File: src/rtl/rr_arb_83_pkg.sv
// Shared types and helpers for the 8-way round-robin arbiter: state encoding,
// display constants and the rotating-priority pick.
package arb83_pkg;

  localparam int N  = 8;
  localparam int IW = 3;

  typedef enum logic [1:0] {
    IDLE  = 2'd0,
    GRANT = 2'd1,
    GAP   = 2'd2
  } state_t;

  localparam logic [6:0] SEG_BLANK = 7'h7F;

  // Rotate right so bit 0 is the requester at ptr, take the lowest set bit,
  // then rotate the index back; the 3-bit add wraps mod 8 for free.
  function automatic logic [IW-1:0] rr_pick(input logic [N-1:0]  req,
                                            input logic [IW-1:0] ptr);
    logic [2*N-1:0] dbl;
    logic [N-1:0]   rot;
    logic [IW-1:0]  off;
    dbl = {req, req} >> ptr;
    rot = dbl[N-1:0];
    off = '0;
    for (int i = N - 1; i >= 0; i--) begin
      if (rot[i]) off = IW'(i);
    end
    return off + ptr;
  endfunction

endpackage

File: src/rtl/rr_arb_83_if.sv
// Request/grant bundle between the requesting agents and the arbiter.
interface rr_arb_83_if;
  import arb83_pkg::*;

  logic          en;
  logic [N-1:0]  req;
  logic [N-1:0]  gnt;
  logic [IW-1:0] gnt_idx;
  logic          gnt_valid;
  logic          tout;
  logic [6:0]    seg;

  modport master (output en, req,
                  input  gnt, gnt_idx, gnt_valid, tout, seg);

  modport slave  (input  en, req,
                  output gnt, gnt_idx, gnt_valid, tout, seg);

endinterface

File: src/rtl/rr_arb_83_bcd7seg.sv
// 3-bit value to active-low 7-segment pattern, bit order {g,f,e,d,c,b,a}.
module bcd7seg (
  input  logic [2:0] val,
  output logic [6:0] seg
);

  always_comb begin
    unique case (val)
      3'd0: seg = 7'h40;
      3'd1: seg = 7'h79;
      3'd2: seg = 7'h24;
      3'd3: seg = 7'h30;
      3'd4: seg = 7'h19;
      3'd5: seg = 7'h12;
      3'd6: seg = 7'h02;
      3'd7: seg = 7'h78;
    endcase
  end

endmodule

File: src/rtl/rr_arb_83.sv
// 8-requester round-robin arbiter with registered one-hot grant, hold-time
// limit with forced release, one-cycle handover bubble and owner display.
module rr_arb_83
  import arb83_pkg::*;
#(
  parameter int MAX_HOLD = 16,
  parameter int CW       = 5
) (
  input  logic        clk,
  input  logic        rst,
  rr_arb_83_if.slave  bus
);

  state_t        state_q, state_d;
  logic [IW-1:0] ptr_q, ptr_d;
  logic [IW-1:0] idx_q, idx_d;
  logic [CW-1:0] cnt_q, cnt_d;
  logic [N-1:0]  gnt_q, gnt_d;
  logic          valid_q, valid_d;
  logic          tout_q, tout_d;

  logic [IW-1:0] winner;
  logic          arb_go;
  logic          owner_req;
  logic          expired;
  logic [6:0]    seg_raw;

  assign winner    = rr_pick(bus.req, ptr_q);
  assign arb_go    = bus.en && (|bus.req);
  assign owner_req = bus.req[idx_q];
  assign expired   = (cnt_q == CW'(MAX_HOLD - 1));

  // NOTE: sequential state uses non-blocking assignments so every register
  // samples pre-edge values regardless of process ordering.
  always_ff @(posedge clk or posedge rst) begin
    if (rst) begin
      state_q <= IDLE;
      ptr_q   <= '0;
      idx_q   <= '0;
      cnt_q   <= '0;
      gnt_q   <= '0;
      valid_q <= 1'b0;
      tout_q  <= 1'b0;
    end else begin
      state_q <= state_d;
      ptr_q   <= ptr_d;
      idx_q   <= idx_d;
      cnt_q   <= cnt_d;
      gnt_q   <= gnt_d;
      valid_q <= valid_d;
      tout_q  <= tout_d;
    end
  end

  // NOTE: every combinational output gets a default before the case, so no
  // path leaves it unassigned and no latch is inferred.
  always_comb begin
    state_d = state_q;
    unique case (state_q)
      IDLE:    if (arb_go) state_d = GRANT;
      GRANT: begin
        if (!bus.en)                  state_d = IDLE;
        else if (!owner_req || expired) state_d = GAP;
      end
      GAP:     state_d = IDLE;
      default: state_d = IDLE;
    endcase
  end

  // Next values for the registered outputs; a plain request drop outranks expiry.
  always_comb begin
    ptr_d   = ptr_q;
    idx_d   = idx_q;
    cnt_d   = cnt_q;
    gnt_d   = gnt_q;
    valid_d = valid_q;
    tout_d  = 1'b0;
    unique case (state_q)
      IDLE: begin
        if (arb_go) begin
          gnt_d         = '0;
          gnt_d[winner] = 1'b1;
          idx_d         = winner;
          valid_d       = 1'b1;
          cnt_d         = '0;
        end
      end
      GRANT: begin
        cnt_d = cnt_q + CW'(1);
        if (!bus.en) begin
          gnt_d   = '0;
          valid_d = 1'b0;
        end else if (!owner_req || expired) begin
          gnt_d   = '0;
          valid_d = 1'b0;
          ptr_d   = idx_q + IW'(1);
          tout_d  = owner_req;
        end
      end
      default: begin
        gnt_d   = '0;
        valid_d = 1'b0;
      end
    endcase
  end

  bcd7seg u_seg (
    .val (idx_q),
    .seg (seg_raw)
  );

  assign bus.gnt       = gnt_q;
  assign bus.gnt_idx   = idx_q;
  assign bus.gnt_valid = valid_q;
  assign bus.tout      = tout_q;
  assign bus.seg       = valid_q ? seg_raw : SEG_BLANK;

endmodule

File: src/flat_wrapper.sv
// flat-port wrapper written by rule: the top's interface ports become plain ports
module rr_arb_83_flat import arb83_pkg::*;
#(
  parameter int MAX_HOLD = 16,
  parameter int CW       = 5
)
  (clk, rst, bus_en, bus_req, bus_gnt, bus_gnt_idx, bus_gnt_valid, bus_tout, bus_seg);
  rr_arb_83_if bus_i ();
  input  logic clk;
  input  logic rst;
  input wire logic [$bits(bus_i.en)-1:0] bus_en;
  input wire logic [$bits(bus_i.req)-1:0] bus_req;
  output wire logic [$bits(bus_i.gnt)-1:0] bus_gnt;
  output wire logic [$bits(bus_i.gnt_idx)-1:0] bus_gnt_idx;
  output wire logic [$bits(bus_i.gnt_valid)-1:0] bus_gnt_valid;
  output wire logic [$bits(bus_i.tout)-1:0] bus_tout;
  output wire logic [$bits(bus_i.seg)-1:0] bus_seg;
  assign bus_i.en = bus_en;
  assign bus_i.req = bus_req;
  assign bus_gnt = bus_i.gnt;
  assign bus_gnt_idx = bus_i.gnt_idx;
  assign bus_gnt_valid = bus_i.gnt_valid;
  assign bus_tout = bus_i.tout;
  assign bus_seg = bus_i.seg;
  rr_arb_83 #(.MAX_HOLD(MAX_HOLD), .CW(CW)) u_core (.clk(clk), .rst(rst), .bus(bus_i));
endmodule
File: config.mk
export PLATFORM = sky130hd
export DESIGN_NAME = rr_arb_83_flat
export DESIGN_NICKNAME = d
export VERILOG_FILES = /design/src/rtl/rr_arb_83_pkg.sv /design/src/rtl/rr_arb_83_if.sv /design/src/rtl/rr_arb_83_bcd7seg.sv /design/src/rtl/rr_arb_83.sv /design/src/flat_wrapper.sv
export SDC_FILE = /design/constraint.sdc
export NUM_CORES = 1
export LEC_CHECK = 0
export ABC_AREA = 1
export CAP_MARGIN = 10
export CORE_MARGIN = 4
export CORE_UTILIZATION = 45
export CTS_CLUSTER_SIZE = 12
export DETAILED_ROUTE_END_ITERATION = 10
export PLACE_DENSITY_LB_ADDON = 0.05
export SYNTH_ARGS = -nofsm -noshare
export SYNTH_HDL_FRONTEND = slang
export SYNTH_HIERARCHICAL = 1
export SYNTH_SLANG_ARGS = --single-unit
File: constraint.sdc
create_clock -name clk -period 4 [get_ports clk]
set_clock_uncertainty 0.2 [all_clocks]
set_input_delay 0.6 -clock clk [delete_from_list [all_inputs] [get_ports clk]]
set_output_delay 0.6 -clock clk [all_outputs]
set_load 0.1 [all_outputs]
**Yosys cells after proc, flatten, opt, wreduce, memory -nomap -nowiden**

Memory sizes are Yosys's and may differ from the RTL's.
Cells that the tools add are included.
W data, S select, Z words.

- Register bits after elaboration: 23
- ROM bits: 56
- Bits of input ports: 11
- Output and inout bits: 20
- Logic and storage cells: 60
- Memories kept: 1

- $add $sub $neg: 3
- Order comparisons: 3
- Equality and inequality tests: 4
- Shift-type cells: 1
- Mux-type cells: 30
- Reductions and logical operators: 11

Memories:

| name | depth | width | read ports | clocked after memory_dff | write ports | RTL line | source |
|---|---|---|---|---|---|---|---|
| (no name shown) | 8 | 7 | 1 | 0 | 0 | rr_arb_83_bcd7seg.sv:8 | `unique case (val)` |

Operator list:

| operator | number |
|---|---|
| $mux W3 | 8 |
| $mux W8 | 3 |
| $pmux W8 S2 | 1 |
| $shr A16 B3 Y8 | 1 |
| $pmux W5 S2 | 1 |
| $lt A3 B4 Y1 const B | 2 |
| $mux W1 | 8 |
| $reduce_or A8 Y1 | 1 |
| $mux W7 | 1 |
| $mux W2 | 3 |
| $reduce_and A2 Y1 | 3 |
| $add A5 B1 Y5 const B | 1 |
| $eq A5 B4 Y1 const B | 1 |
| $mux W5 | 1 |
| $pmux W2 S2 | 1 |
| $add A3 B1 Y3 const B | 1 |
| $add A3 B3 Y3 | 1 |
| $bmux W1 S3 | 1 |
| $demux W1 S3 | 1 |
| $ge A3 B1 Y1 const B | 1 |
| $ne A3 B2 Y1 const B | 1 |
| $reduce_and A3 Y1 | 1 |
| $eq A2 B1 Y1 const B | 1 |
| $logic_and A1 B1 Y1 | 2 |
| other kinds (6) | 6 |

**Depth between registers and ports, before layout**

- Depth after elaboration: 16
- Mapped depth: 21
- Gate-level depth less buffers: 20

**Modules after synthesis**

Netlist, hierarchy kept.

By module, submodules not included:

| module | instances | cells each | area each (um2) | sequential area each (um2) |
|---|---|---|---|---|
| rr_arb_83 | 1 | 229 | 1756.7 | 550.5 |
| bcd7seg | 1 | 25 | 157.7 | 0.0 |

**Worst setup path after synthesis**

OpenSTA, ideal clock, no wires.

- Path type: register -> output
- Start point: register u_core.idx_q[0] (netlist: u_core/bus.gnt_idx[0])
- End point: output port bus_seg[3]
- Arrival time: 2.411 ns
- Required time: 3.200 ns
- Slack: 0.789 ns
- Stages on the path, launching flop included: 8
- Buffers on the path: 0
- Cells stage by stage: dfrtp_1 > inv_1 > ha_1 > inv_1 > nand2_1 > nand2_1 > inv_1 > nand2_1

- Word-level cells in the longest chain between the ends: 2

RTL lines:

| what | RTL line | source |
|---|---|---|
| start, declared | rr_arb_83.sv:16 | `logic [IW-1:0] idx_q, idx_d;` |
| start signal, assigned | rr_arb_83.sv:47 | `idx_q <= idx_d;` |
| $mem_v2 Z8 W7 | - |  |
| via u_core.seg_raw[3] | rr_arb_83.sv:26 | `logic [6:0] seg_raw;` |
| $mux W7 | rr_arb_83.sv:116 | `assign bus.seg = valid_q ? seg_raw : SEG_BLANK;` |
| end, declared | flat_wrapper.sv:17 | `output wire logic [$bits(bus_i.seg)-1:0] bus_seg;` |

The timed path passes the listed nets, and every way through them passes these cells.

**Worst setup path in the final report**

- Start point: input port bus_req[2]
- End point: register u_core.gnt_q[1] (netlist: u_core/bus.gnt[1])

- Word-level cells in the longest chain between the ends: 16
- Elaborated cells on any way between the ends: 26
- Classes of those cells: add/sub (1); order compare (2); eq/ne (2); shift (1); mux (14); reduce/logical (6)

RTL lines:

| what | RTL line | source |
|---|---|---|
| start, declared | flat_wrapper.sv:12 | `input wire logic [$bits(bus_i.req)-1:0] bus_req;` |
| $shr A16 B3 Y8 | rr_arb_83_pkg.sv:23 | `dbl = {req, req} >> ptr;` |
| $mux W3 (8 in a row) | rr_arb_83_pkg.sv:27 | `if (rot[i]) off = IW'(i);` |
| $add A3 B3 Y3 | rr_arb_83_pkg.sv:29 | `return off + ptr;` |
| $lt A3 B4 Y1 (not written as such) or $ge A3 B1 Y1 (tied branches) | rr_arb_83.sv:82 | `gnt_d[winner] = 1'b1;` |
| $logic_and A1 B1 Y1 (not written as such) | rr_arb_83.sv:82 |  |
| $mux W1 (not written as such) | rr_arb_83.sv:82 |  |
| $demux W1 S3 | - |  |
| $mux W8 | rr_arb_83.sv:80 | `if (arb_go) begin` |
| $pmux W8 S2 | rr_arb_83.sv:78 | `unique case (state_q)` |
| end signal, assigned | rr_arb_83.sv:49 | `gnt_q <= gnt_d;` |
| end, declared | rr_arb_83.sv:18 | `logic [N-1:0] gnt_q, gnt_d;` |

Parallel ways exist; a longest one is shown, timed or not. The select of a mux whose other input is x is not followed.
A chain may end at the register's enable or synchronous reset.

==> impl_metrics.json <==
{
  "die_h_um": 73.2,
  "dr.first_iter.drc_count": 105,
  "portBuffers": 30,
  "yosysTopAreaCellShare_pct": 28.8,
  "initial_utilization_pct": 47.2,
  "track_usage_pct": 16.2,
  "tightest_slew_ns": 0.967,
  "period_share_pct": 86.6,
  "min_path_type": "reg -> reg",
  "clk_latency_ns": 0.26,
  "ctsHoldBuffers": 0,
  "clock-sinks": 22,
  "ctsLongestPathBuffers": 2,
  "cts_root_buf": "clkbuf_8",
  "fin_hold_ws_ns": 0.286,
  "gp_congestion": 0.845,
  "grt_max_degree": 23,
  "slew-limit-headroom_pct": 35.4,
  "yosysSeqAreaShare_pct": 28.8,
  "pre_cts_ws_ns": 0.246,
  "finalSetupViolCount": 0,
  "ys_warn_count": 6,
  "grt_pass1_vias": 1587,
  "grt_antenna_before_repair": 0,
  "syn_avg_cell_area_um2": 7.54,
  "worst_path_largest_cell_delay_ns": 0.61,
  "dpl_cell_area_um2": 2200,
  "cts_setup_buffers": 0,
  "path_class": "in -> reg",
  "cts_resized": 0,
  "fin_nets": 305,
  "fin_tns_setup_ns": 0,
  "slew_viol_final": 0,
  "die_area_um2": 5360,
  "drt-total-wl_um": 3930,
  "path_clk_slew_ns": 0.07,
  "die_w_um": 73.2,
  "synthTopCellsByArea": "dfrtp_1, nand2_1, nand3_2",
  "crit_slowest_cell": "clkdlybuf4s50_1",
  "ys_types": 34,
  "core_area_um2": 4060,
  "num_io_pins": 31,
  "path_cells": "clkdlybuf4s50_1, nand2_1, nand3_2, nand3_1, nand2_2, nand3_1, nand2_1, nand2_1, nand2_1, nand2_1, a21boi_0, ha_1, inv_1, fa_1, xor2_1, inv_1, nand3_4, nand2_4, nand3_1, nand2_1",
  "wl_per_cell_um": 11.8,
  "post-route-min-period_ns": 3.46,
  "ys_ff_latch": 22,
  "via_per_inst": 4.91,
  "antenna_cells": 0,
  "postSynthCellCount": 254,
  "layout_common_cells": "nand2_1, inv_1, clkdlybuf4s50_1, nand3_1, dfrtp_1",
  "drc": 0,
  "final_antenna_net_count": 0,
  "cts_max_level": 1,
  "drive_above_1_share_pct": 20.8,
  "grt_overflow": 0,
  "final_common_cell": "nand2_1",
  "rsz0062_at_grt": "false",
  "dp_hpwl_um": 2990,
  "outcome": "complete, no violations",
  "fin_ws_ns": 0.535,
  "critPathRequiredTime_ns": 3.95,
  "cpMostUsedCell": "nand2_1",
  "yosysTopAreaCell": "dfrtp_1",
  "startpoint_type": "primary input",
  "cts_buffers": 3,
  "final_area_um2": 2260,
  "area_growth_pct": 18.0,
  "hold_viol": 0,
  "num_rows": 23,
  "cp_max_fo": 5,
  "max-cap-violations": 0,
  "cts_tree": "done",
  "syn-cell-area_um2": 1910,
  "cp-end-kind": "register",
  "crit_arrival_ns": 3.42,
  "fmax_mhz": 289,
  "grt_first_pass_wirelength_um": 6980,
  "synthesis.nets": 275,
  "via_count": 1634,
  "drt-pass1-iter-count": 4
}
worst paths after layout:
check / start / to / slack [ns] / cells past startpoint
setup / recovery: bus_req[2] / u_core/bus.gnt[1]$_DFFE_PP0P_ / 0.54 / 20
hold / removal: u_core/bus.gnt[4]$_DFFE_PP0P_ / u_core/bus.gnt[4]$_DFFE_PP0P_ / 0.29 / 2
setup reg to reg: u_core/ptr_q[0]$_DFFE_PP0P_ / u_core/bus.gnt[1]$_DFFE_PP0P_ / 0.78 / 19
hold reg to reg: u_core/bus.gnt[4]$_DFFE_PP0P_ / u_core/bus.gnt[4]$_DFFE_PP0P_ / 0.29 / 2
max in group asynchronous: rst / u_core/bus.gnt[4]$_DFFE_PP0P_ / 2.48 / 2
min in group asynchronous: rst / u_core/cnt_q[4]$_DFFE_PP0P_ / 0.60 / 2
state kept, by name, summed over array words and instances (netlist names):
name,flops
u_core/bus.gnt,8
u_core/bus.gnt_idx,3
u_core/bus.gnt_valid,1
u_core/bus.tout,1
u_core/cnt_q,5
u_core/ptr_q,3
u_core/state_q,1
routing by layer:
layer  vias to the layer above  track usage (%)  share of wire, %
met5                         -                0                 0
met4                         0             5.74              0.92
met3                         4             1.24               3.8
met1                       726             24.1                52
li1                        875                -                 -
met2                        29             24.5                44
cell families after synthesis:
kind of cell,share of synthesized area [%]
fa+ha+maj,6.93
xor+xnor,1.37
compound gates,6.73
simple gates,46.4
flops,28.8
buf+inv,9.80
stage by stage:
stage | utilization, % | instances
floorplan | - | 254
global placement | 54.3 | 329
detailed placement | 54.3 | 329
CTS | 55.7 | 333
global route | 55.7 | 333
finish | 55.7 | 333
layout make-up:
cell class / count / area [um2]
flip-flops and latches: 22 / 551
multi-input cells: 196 / 1180
clock buffers: 4 / 55.1
inverters: 30 / 125
repair buffers: 31 / 290
fillers: 385 / 1800
well taps: 50 / 62.6
critical path, delay by kind of cell:
| kind | cells | cell delay, ns |
|---|---|---|
| compound gates | 1 | 0.16 |
| fa+ha+maj | 2 | 0.54 |
| xor+xnor | 1 | 0.27 |
| simple gates | 13 | 1.07 |
| buf+inv | 3 | 0.78 |
cells in the mapped netlist:
cell      count
nor2_8        1
nand3_4       1
a21oi_1       1
nand3_1      23
nor3_1        1
nand4_1       4
o21ai_2       3
inv_6         1
o22ai_1       2
ha_1          9
nand2_2      13
buf_6         3
nor4_1        2
buf_12        1
xnor2_1       1
dfrtp_1      22
inv_1        27
nand2_1      77
clkbuf_1      1
o21bai_1      1
buf_2         1
o211ai_1      1
o21ai_0      11
nor2_1       14
nand2_4      10
inv_8         1
nand3_2      14
o21a_1        1
inv_2         1
fa_1          1
xor2_1        2
nor2_2        1
a21boi_0      1
nor2_4        1
Power is not shown: default switching activity piles up to over one toggle a cycle in this logic, so the estimate is an artifact.
